===== src/rtl/rr_mux_arbiter_if.sv =====
// Request/grant bundle between requester agents and the round-robin arbiter
// that owns the shared 8:1 mux select.
interface rr_mux_arbiter_if;
  logic [7:0] req;
  logic       done;
  logic [7:0] grant;
  logic       grant_valid;
  logic [2:0] sel;
  logic       timeout;

  // Requester side: raises requests and signals completion.
  modport master (
    output req,
    output done,
    input  grant,
    input  grant_valid,
    input  sel,
    input  timeout
  );

  // Arbiter side.
  modport slave (
    input  req,
    input  done,
    output grant,
    output grant_valid,
    output sel,
    output timeout
  );
endinterface


===== src/rtl/rr_mux_arbiter.sv =====
// Round-robin arbiter for one shared 8:1 datapath: registered one-hot grant,
// binary mux select, hold timeout, and a mandatory idle bubble after every release.
module rr_mux_arbiter #(
  parameter int unsigned MAX_HOLD = 15
) (
  input  logic                 clk,
  input  logic                 rst,
  rr_mux_arbiter_if.slave      bus
);

  localparam logic [7:0] HOLD_LIMIT = 8'(MAX_HOLD);
  localparam bit         HOLD_EN    = (MAX_HOLD != 0);

  typedef enum logic {
    IDLE    = 1'b0,
    GRANTED = 1'b1
  } state_t;

  state_t     state_q, state_d;
  logic [2:0] last_q, last_d;
  logic [2:0] sel_q, sel_d;
  logic [7:0] grant_q, grant_d;
  logic [7:0] hold_cnt_q, hold_cnt_d;
  logic       gv_q, gv_d;
  logic       timeout_q, timeout_d;

  logic [2:0] winner;
  logic       found;
  logic       owner_release;
  logic       hold_expired;

  // Search starts just after the last winner; k = 8 wraps back onto last_q,
  // which is what gives the just-released requester the lowest priority.
  always_comb begin
    winner = last_q;
    found  = 1'b0;
    for (int k = 1; k <= 8; k++) begin
      if (!found && bus.req[last_q + 3'(k)]) begin
        winner = last_q + 3'(k);
        found  = 1'b1;
      end
    end
  end

  assign owner_release = bus.done || !bus.req[sel_q];
  assign hold_expired  = HOLD_EN && (hold_cnt_q == HOLD_LIMIT);

  always_comb begin
    state_d    = state_q;
    last_d     = last_q;
    sel_d      = sel_q;
    grant_d    = grant_q;
    gv_d       = gv_q;
    hold_cnt_d = hold_cnt_q;
    timeout_d  = 1'b0;
    case (state_q)
      IDLE: begin
        if (found) begin
          grant_d    = 8'b1 << winner;
          sel_d      = winner;
          gv_d       = 1'b1;
          hold_cnt_d = 8'd1;
          state_d    = GRANTED;
        end
      end
      GRANTED: begin
        if (owner_release || hold_expired) begin
          // sel keeps the released index; a concurrent done masks the timeout pulse.
          grant_d    = 8'h00;
          gv_d       = 1'b0;
          last_d     = sel_q;
          hold_cnt_d = 8'd0;
          timeout_d  = !owner_release;
          state_d    = IDLE;
        end else if (hold_cnt_q != 8'hFF) begin
          hold_cnt_d = hold_cnt_q + 8'd1;
        end
      end
      default: state_d = IDLE;
    endcase
  end

  always_ff @(posedge clk or posedge rst) begin
    if (rst) begin
      state_q    <= IDLE;
      last_q     <= 3'd7;
      sel_q      <= 3'd0;
      grant_q    <= 8'h00;
      gv_q       <= 1'b0;
      hold_cnt_q <= 8'd0;
      timeout_q  <= 1'b0;
    end else begin
      state_q    <= state_d;
      last_q     <= last_d;
      sel_q      <= sel_d;
      grant_q    <= grant_d;
      gv_q       <= gv_d;
      hold_cnt_q <= hold_cnt_d;
      timeout_q  <= timeout_d;
    end
  end

  assign bus.grant       = grant_q;
  assign bus.grant_valid = gv_q;
  assign bus.sel         = sel_q;
  assign bus.timeout     = timeout_q;

endmodule


===== src/flat_wrapper.sv =====
// flat-port wrapper written by rule: the top's interface ports become plain ports
module rr_mux_arbiter_flat 
#(
  parameter int unsigned MAX_HOLD = 15
)
  (clk, rst, bus_req, bus_done, bus_grant, bus_grant_valid, bus_sel, bus_timeout);
  rr_mux_arbiter_if bus_i ();
  input  logic clk;
  input  logic rst;
  input wire logic [$bits(bus_i.req)-1:0] bus_req;
  input wire logic [$bits(bus_i.done)-1:0] bus_done;
  output wire logic [$bits(bus_i.grant)-1:0] bus_grant;
  output wire logic [$bits(bus_i.grant_valid)-1:0] bus_grant_valid;
  output wire logic [$bits(bus_i.sel)-1:0] bus_sel;
  output wire logic [$bits(bus_i.timeout)-1:0] bus_timeout;
  assign bus_i.req = bus_req;
  assign bus_i.done = bus_done;
  assign bus_grant = bus_i.grant;
  assign bus_grant_valid = bus_i.grant_valid;
  assign bus_sel = bus_i.sel;
  assign bus_timeout = bus_i.timeout;
  rr_mux_arbiter #(.MAX_HOLD(MAX_HOLD)) u_core (.clk(clk), .rst(rst), .bus(bus_i));
endmodule

===== config.mk =====
export PLATFORM = sky130hd
export DESIGN_NAME = rr_mux_arbiter_flat
export DESIGN_NICKNAME = d
export VERILOG_FILES = /design/src/rtl/rr_mux_arbiter_if.sv /design/src/rtl/rr_mux_arbiter.sv /design/src/flat_wrapper.sv
export SDC_FILE = /design/constraint.sdc
export NUM_CORES = 1
export LEC_CHECK = 0
export ABC_AREA = 1
export BUFFER_PORTS_ARGS = -buffer_cell sky130_fd_sc_hd__buf_2
export CAP_MARGIN = 10
export CORE_ASPECT_RATIO = 1.5
export CORE_MARGIN = 2
export CORE_UTILIZATION = 40
export DETAILED_ROUTE_END_ITERATION = 8
export PLACE_DENSITY_LB_ADDON = 0.08
export SYNTH_ARGS = -nofsm -noshare
export SYNTH_HDL_FRONTEND = slang
export SYNTH_SLANG_ARGS = --single-unit
export TNS_END_PERCENT = 20

===== constraint.sdc =====
create_clock -name clk -period 7.4 [get_ports clk]
set_input_delay 0.37 -clock clk [delete_from_list [all_inputs] [get_ports clk]]
set_output_delay 0.37 -clock clk [all_outputs]
set_load 0.005 [all_outputs]

==> flow_summary.yaml, run 1 <==
status:
  status: "completed"
finish:
  layout_commonest_cell: "nand2_1"
  layout-area-overhead-vs-synth_pct: 9.89
  nFillCells: 565
  final_area_sq_um: 2290
  layout-drive-gt1-share_pct: 24.8
  diodes: 0
  final_nets: 341
  layout_common_cells: "nand2_1 (107), nand3_1 (34), buf_2 (23)"
sta:
  slew_headroom_pct: 36.1
  worst_slew_pin_slew_ns: 0.958
  slew_viol_final: 0
  fin_crit_sh_pct: 40.6
  finalCriticalPeriod_ns: 3.00
  rsz0062_at_grt: "no"
  fmax_mhz: 333
  holdWs_ns: 0.310
  setup_viol: 0
  fin_worst_skew_ns: 0.00489
  fin_tns_setup_ns: 0
  finalHoldViolations: 0
placement:
  placed_area_sq_um: 2250
  numPortBuffers: 23
  finalWeightedCongestion: 0.978
  dp_hpwl_mm: 4.33
die:
  std_cell_rows: 32
  io_pins: 24
  initial_core_util_pct: 41.1
  core_area_sq_um: 5080
  dieArea_sq_um: 5830
  die_x_um: 63.0
  die_y_um: 92.5
global_routing:
  grt.total_usage_pct: 19.9
  antenna_found_initial: 0
  grt_max_degree: 26
  grt_pass1_vias: 1965
  overflow: 0
  grt_pass1_wl_mm: 9.14
logic_synthesis:
  synth_fp_nets: 318
  ys_ff_latch: 25
  yosysWarnings: 0
  netlist_instances: 304
  synth.yosys.seq_area_share_pct: 30.1
  syn_avg_cell_area_sq_um: 6.87
  yosysTopAreaCell: "dfrtp_1"
  synth.top_cell.area_share_pct: 26.4
  synth_area_leaders: "dfrtp_1 (26%), nand2_1 (19%), nand3_1 (8.1%)"
  ys_types: 32
  synth_area_sq_um: 2090
setup_path:
  end_kind: "register"
  worstPathMaxFanout: 13
  crit_type: "reg2reg"
  startpoint_type: "register"
  worstPathRequired_ns: 7.56
  arrival_ns: 3.16
routing:
  drc: 0
  postRouteAntennaNets: 0
  vias_per_cell: 5.01
  first_pass_iters: 4
  wire_per_inst_um: 13.6
  vias: 1975
  drt_iter0_drc: 111
  wl_mm: 5.36
cts:
  cts_root_buffer: "clkbuf_8"
  cts_sinks: 25
  path_clk_slew_ns: 0.09
  cts_setup_buffers: 0
  cts_htree_levels: 1
  cts_tree: "built"
  clk_latency_ns: 0.26
  cts_resized: 0
  cts.path.max_buffers: 2
  cts_inserted_buffers: 3
  ctsHoldBuffers: 0
job:
  maxCapViolCount: 0
worst_hold_path:
  hold_path.class: "in2async"
[path summary, 6_finish.rpt]
check,from,endpoint,slack (ns),cells after the start
worst max-delay path,u_core.last_q[0],u_core.hold_cnt_q[1],4.40,14
worst min-delay path,rst,u_core.bus.grant[0],0.31,2
worst max register to register,u_core.last_q[0],u_core.hold_cnt_q[1],4.40,14
worst min register to register,u_core.bus.grant[0],u_core.bus.grant[0],0.48,2
max in group asynchronous,rst,u_core.bus.grant_valid,6.51,2
min in group clk,bus_done,u_core.bus.timeout,0.33,4
[sequential cells by signal (all words and copies together), names as in the netlist]
register / cells
u_core.hold_cnt_q: 8
u_core.bus.grant: 8
u_core.bus.timeout: 1
u_core.state_q: 1
u_core.last_q: 3
u_core.bus.sel: 3
u_core.bus.grant_valid: 1
[worst max-delay path, cell delays in order, from the launching register on]
cell and delay [ns]:
dfstp_2 0.68, inv_2 0.18, ha_1 0.43, inv_2 0.13
nand3_1 0.13, nand3_1 0.12, nand2_1 0.11, inv_2 0.13
nand4_4 0.14, nor2_4 0.13, nand3_4 0.10, nand2_4 0.17
nand3_4 0.22, nand3_1 0.15, o21ai_2 0.06
[stage by stage]
step                setup WS [ns]  util (%)  instances
finish                       4.40      45.1        394
floorplan                    4.85         -        304
global placement             4.45      44.2        390
CTS                          4.41      45.1        394
detailed placement           4.43      44.2        390
global route                 4.11      45.1        394
[routing by layer]
layer  part of all wire, %  up-vias  global-route usage, %
met5                     0        -                      0
met4                   3.5        0                   10.6
met3                   2.5       16                   2.07
met2                    54       41                   37.0
met1                    40      896                   21.8
li1                      -     1022                      -
[cell families after synthesis]
logic type / after synthesis / share of synthesized area [%]
adder cells (fa/ha/maj): 3 / 1.80
flip-flops: 25 / 30.1
XOR/XNOR: 8 / 3.36
AND/OR/NAND/NOR: 194 / 45.7
AO/OA/AOI/OAI: 34 / 10.8
buffers and inverters: 40 / 8.21
[final cells by class]
type	instances	area, sq um	share of cell area, %
clock buffers	3	41.3	1.80
well taps	68	85.1	3.71
repair buffers	23	115	5.02
inverters	35	131	5.73
clock inverters	1	5.00	0.218
multi-input cells	239	1290	56.1
flip-flops and latches	25	629	27.4
[Yosys cell counts, drive strengths merged]
master  number
nor2        24
xor2         7
nor3         1
nor4         1
inv         34
xnor2        1
a31oi        1
nand3       40
dfrtp       22
o21bai       1
o21ai       25
dfstp        3
ha           3
nand4        6
buf          5
nand2      121
clkinv       1
a21oi        7
nand3b       1
Power of run 1 is not shown: default switching activity piles up to over one toggle a cycle in this logic, so the estimate is an artifact.
==> run 2: changes to the inputs <==
clock period = 2.5 ns   (was 7.4 ns; I/O delays follow)
==> run 2 against run 1 <==
Against the previous run:
- routed wire length rose by 5.1%
- maximum frequency is 24% higher
- critical path depth decreased by 1
- highest routed layer unchanged
- clock skew shrank 0.00085 ns
- register-to-register slack lost 4.3 ns
- design area is 16% higher
- utilization grew 7.1 points
- first-iteration DRC count is 17% higher
- cell count grew 4.1%
- sequential cell count did not move
- clock-buffer cell count unchanged
- via count grew 5.4%
==> flow_summary.yaml, run 2 (synthesis results as in run 1) <==
cts:
  clk_latency_ns: 0.26
  path_clk_slew_ns: 0.09
  cts_root_buffer: "clkbuf_8"
  cts_inserted_buffers: 3
  cts_tree: "built"
  cts.path.max_buffers: 2
  ctsHoldBuffers: 0
  cts_sinks: 25
  cts_htree_levels: 1
setup_path:
  r2r-start: "u_core.last_q[1]"
  worstPathMaxFanout: 9
  worstRegToRegCells: 13
  worstPathRequired_ns: 2.70
  reg2reg_slack_ns: 0.08
  end_kind: "register"
  crit_type: "reg2reg"
  arrival_ns: 2.62
  r2r_end: "u_core.bus.grant[1]"
  startpoint_type: "register"
sta:
  fin_tns_setup_ns: 0
  fin_worst_skew_ns: 0.00404
  finalHoldViolations: 0
  fmax_mhz: 413
  rsz0062_at_grt: "yes"
  setup_viol: 0
  fin_crit_sh_pct: 96.8
  finalCriticalPeriod_ns: 2.42
  slew_viol_final: 0
  slew_headroom_pct: 42.7
  worst_slew_pin_slew_ns: 0.859
routing:
  wire_per_inst_um: 13.7
  first_pass_iters: 4
  postRouteAntennaNets: 0
  vias_per_cell: 5.08
  drt_iter0_drc: 130
  drc: 0
  wl_mm: 5.63
  vias: 2082
placement:
  numPortBuffers: 23
  dp_cells: 400
  finalWeightedCongestion: 0.956
  placed_area_sq_um: 2340
  dp_hpwl_mm: 4.45
finish:
  final_util_pct: 52.3
  layout_common_cells: "nand2_1 (91), nand2_2 (23), buf_2 (23)"
  layout-area-overhead-vs-synth_pct: 27.3
  layout.cells.non_filler: 410
  layout-drive-gt1-share_pct: 38.9
  diodes: 0
  final_nets: 357
  nFillCells: 521
  final_area_sq_um: 2660
  layout_commonest_cell: "nand2_1"
job:
  maxCapViolCount: 0
global_routing:
  grt_pass1_wl_mm: 9.36
  grt_pass1_vias: 2016
  grt_max_degree: 24
  overflow: 0
  grt.total_usage_pct: 20.0
  antenna_found_initial: 0
die:
  die_x_um: 63.0
  core_area_sq_um: 5080
  dieArea_sq_um: 5830
  io_pins: 24
  die_y_um: 92.5
  initial_core_util_pct: 41.1
  std_cell_rows: 32
worst_hold_path:
  hold_path.class: "in2async"
status:
  status: "completed"
## run 2: changes by cell type in the layout (fill, tap and decap cells not counted), sizes merged
cell,change
buf,+16
## run 2: cell type report
cell class	instances	area [sq um]	area share [%]
clock buffer	3	41.3	1.55
clock inverter	1	5.00	0.188
inverter	35	141	5.32
multi-input combinational	239	1510	56.9
sequential	25	629	23.7
tap	68	85.1	3.20
timing repair buffer	39	243	9.13
## run 2: what timing repair did
action,4_1_cts,5_1_grt
buffers inserted,0,6
pin swaps,3,19
resized for setup,7,48
endpoints found under the setup margin,9,18
## run 2: worst max-delay path, stage by stage (launching register included)
cell and delay (ns):
dfstp_2 0.57, inv_2 0.06, ha_4 0.35, inv_6 0.07
nand3_2 0.08, nand2_2 0.08, o21ai_1 0.31, inv_1 0.13
nand3_4 0.12, nand2_4 0.06, buf_4 0.18, a21oi_4 0.20
nand2_1 0.08, nand2_1 0.07
## run 2: through the flow
stage	setup WS, ns	hold slack [ns]
CTS	0.00297	0.0732
floorplan	0.0840	0.150
detailed placement	-0.0153	0.369
finish	0.0806	0.0247
global placement	0.00255	0.364
global route	-0.0576	0.113
## run 2: metal layers
metal,global-route usage [%],up-vias,routed length [um]
li1,-,1053,-
met1,21.7,977,2160
met2,41.0,39,3230
met3,0.851,13,85
met4,4.81,0,153
met5,0,-,0
## run 2: worst max-delay path by stage
stage	startpoint	end	cells past startpoint
global placement	u_core.last_q[1]	u_core.bus.grant[6]	17
CTS	u_core.last_q[1]	u_core.bus.grant[7]	18
finish	u_core.last_q[1]	u_core.bus.grant[1]	13
global route	u_core.last_q[1]	u_core.bus.grant[1]	15
floorplan	u_core.last_q[1]	u_core.hold_cnt_q[0]	16
detailed placement	u_core.last_q[1]	u_core.bus.grant[1]	16
Power of run 2 is left out for the same reason.
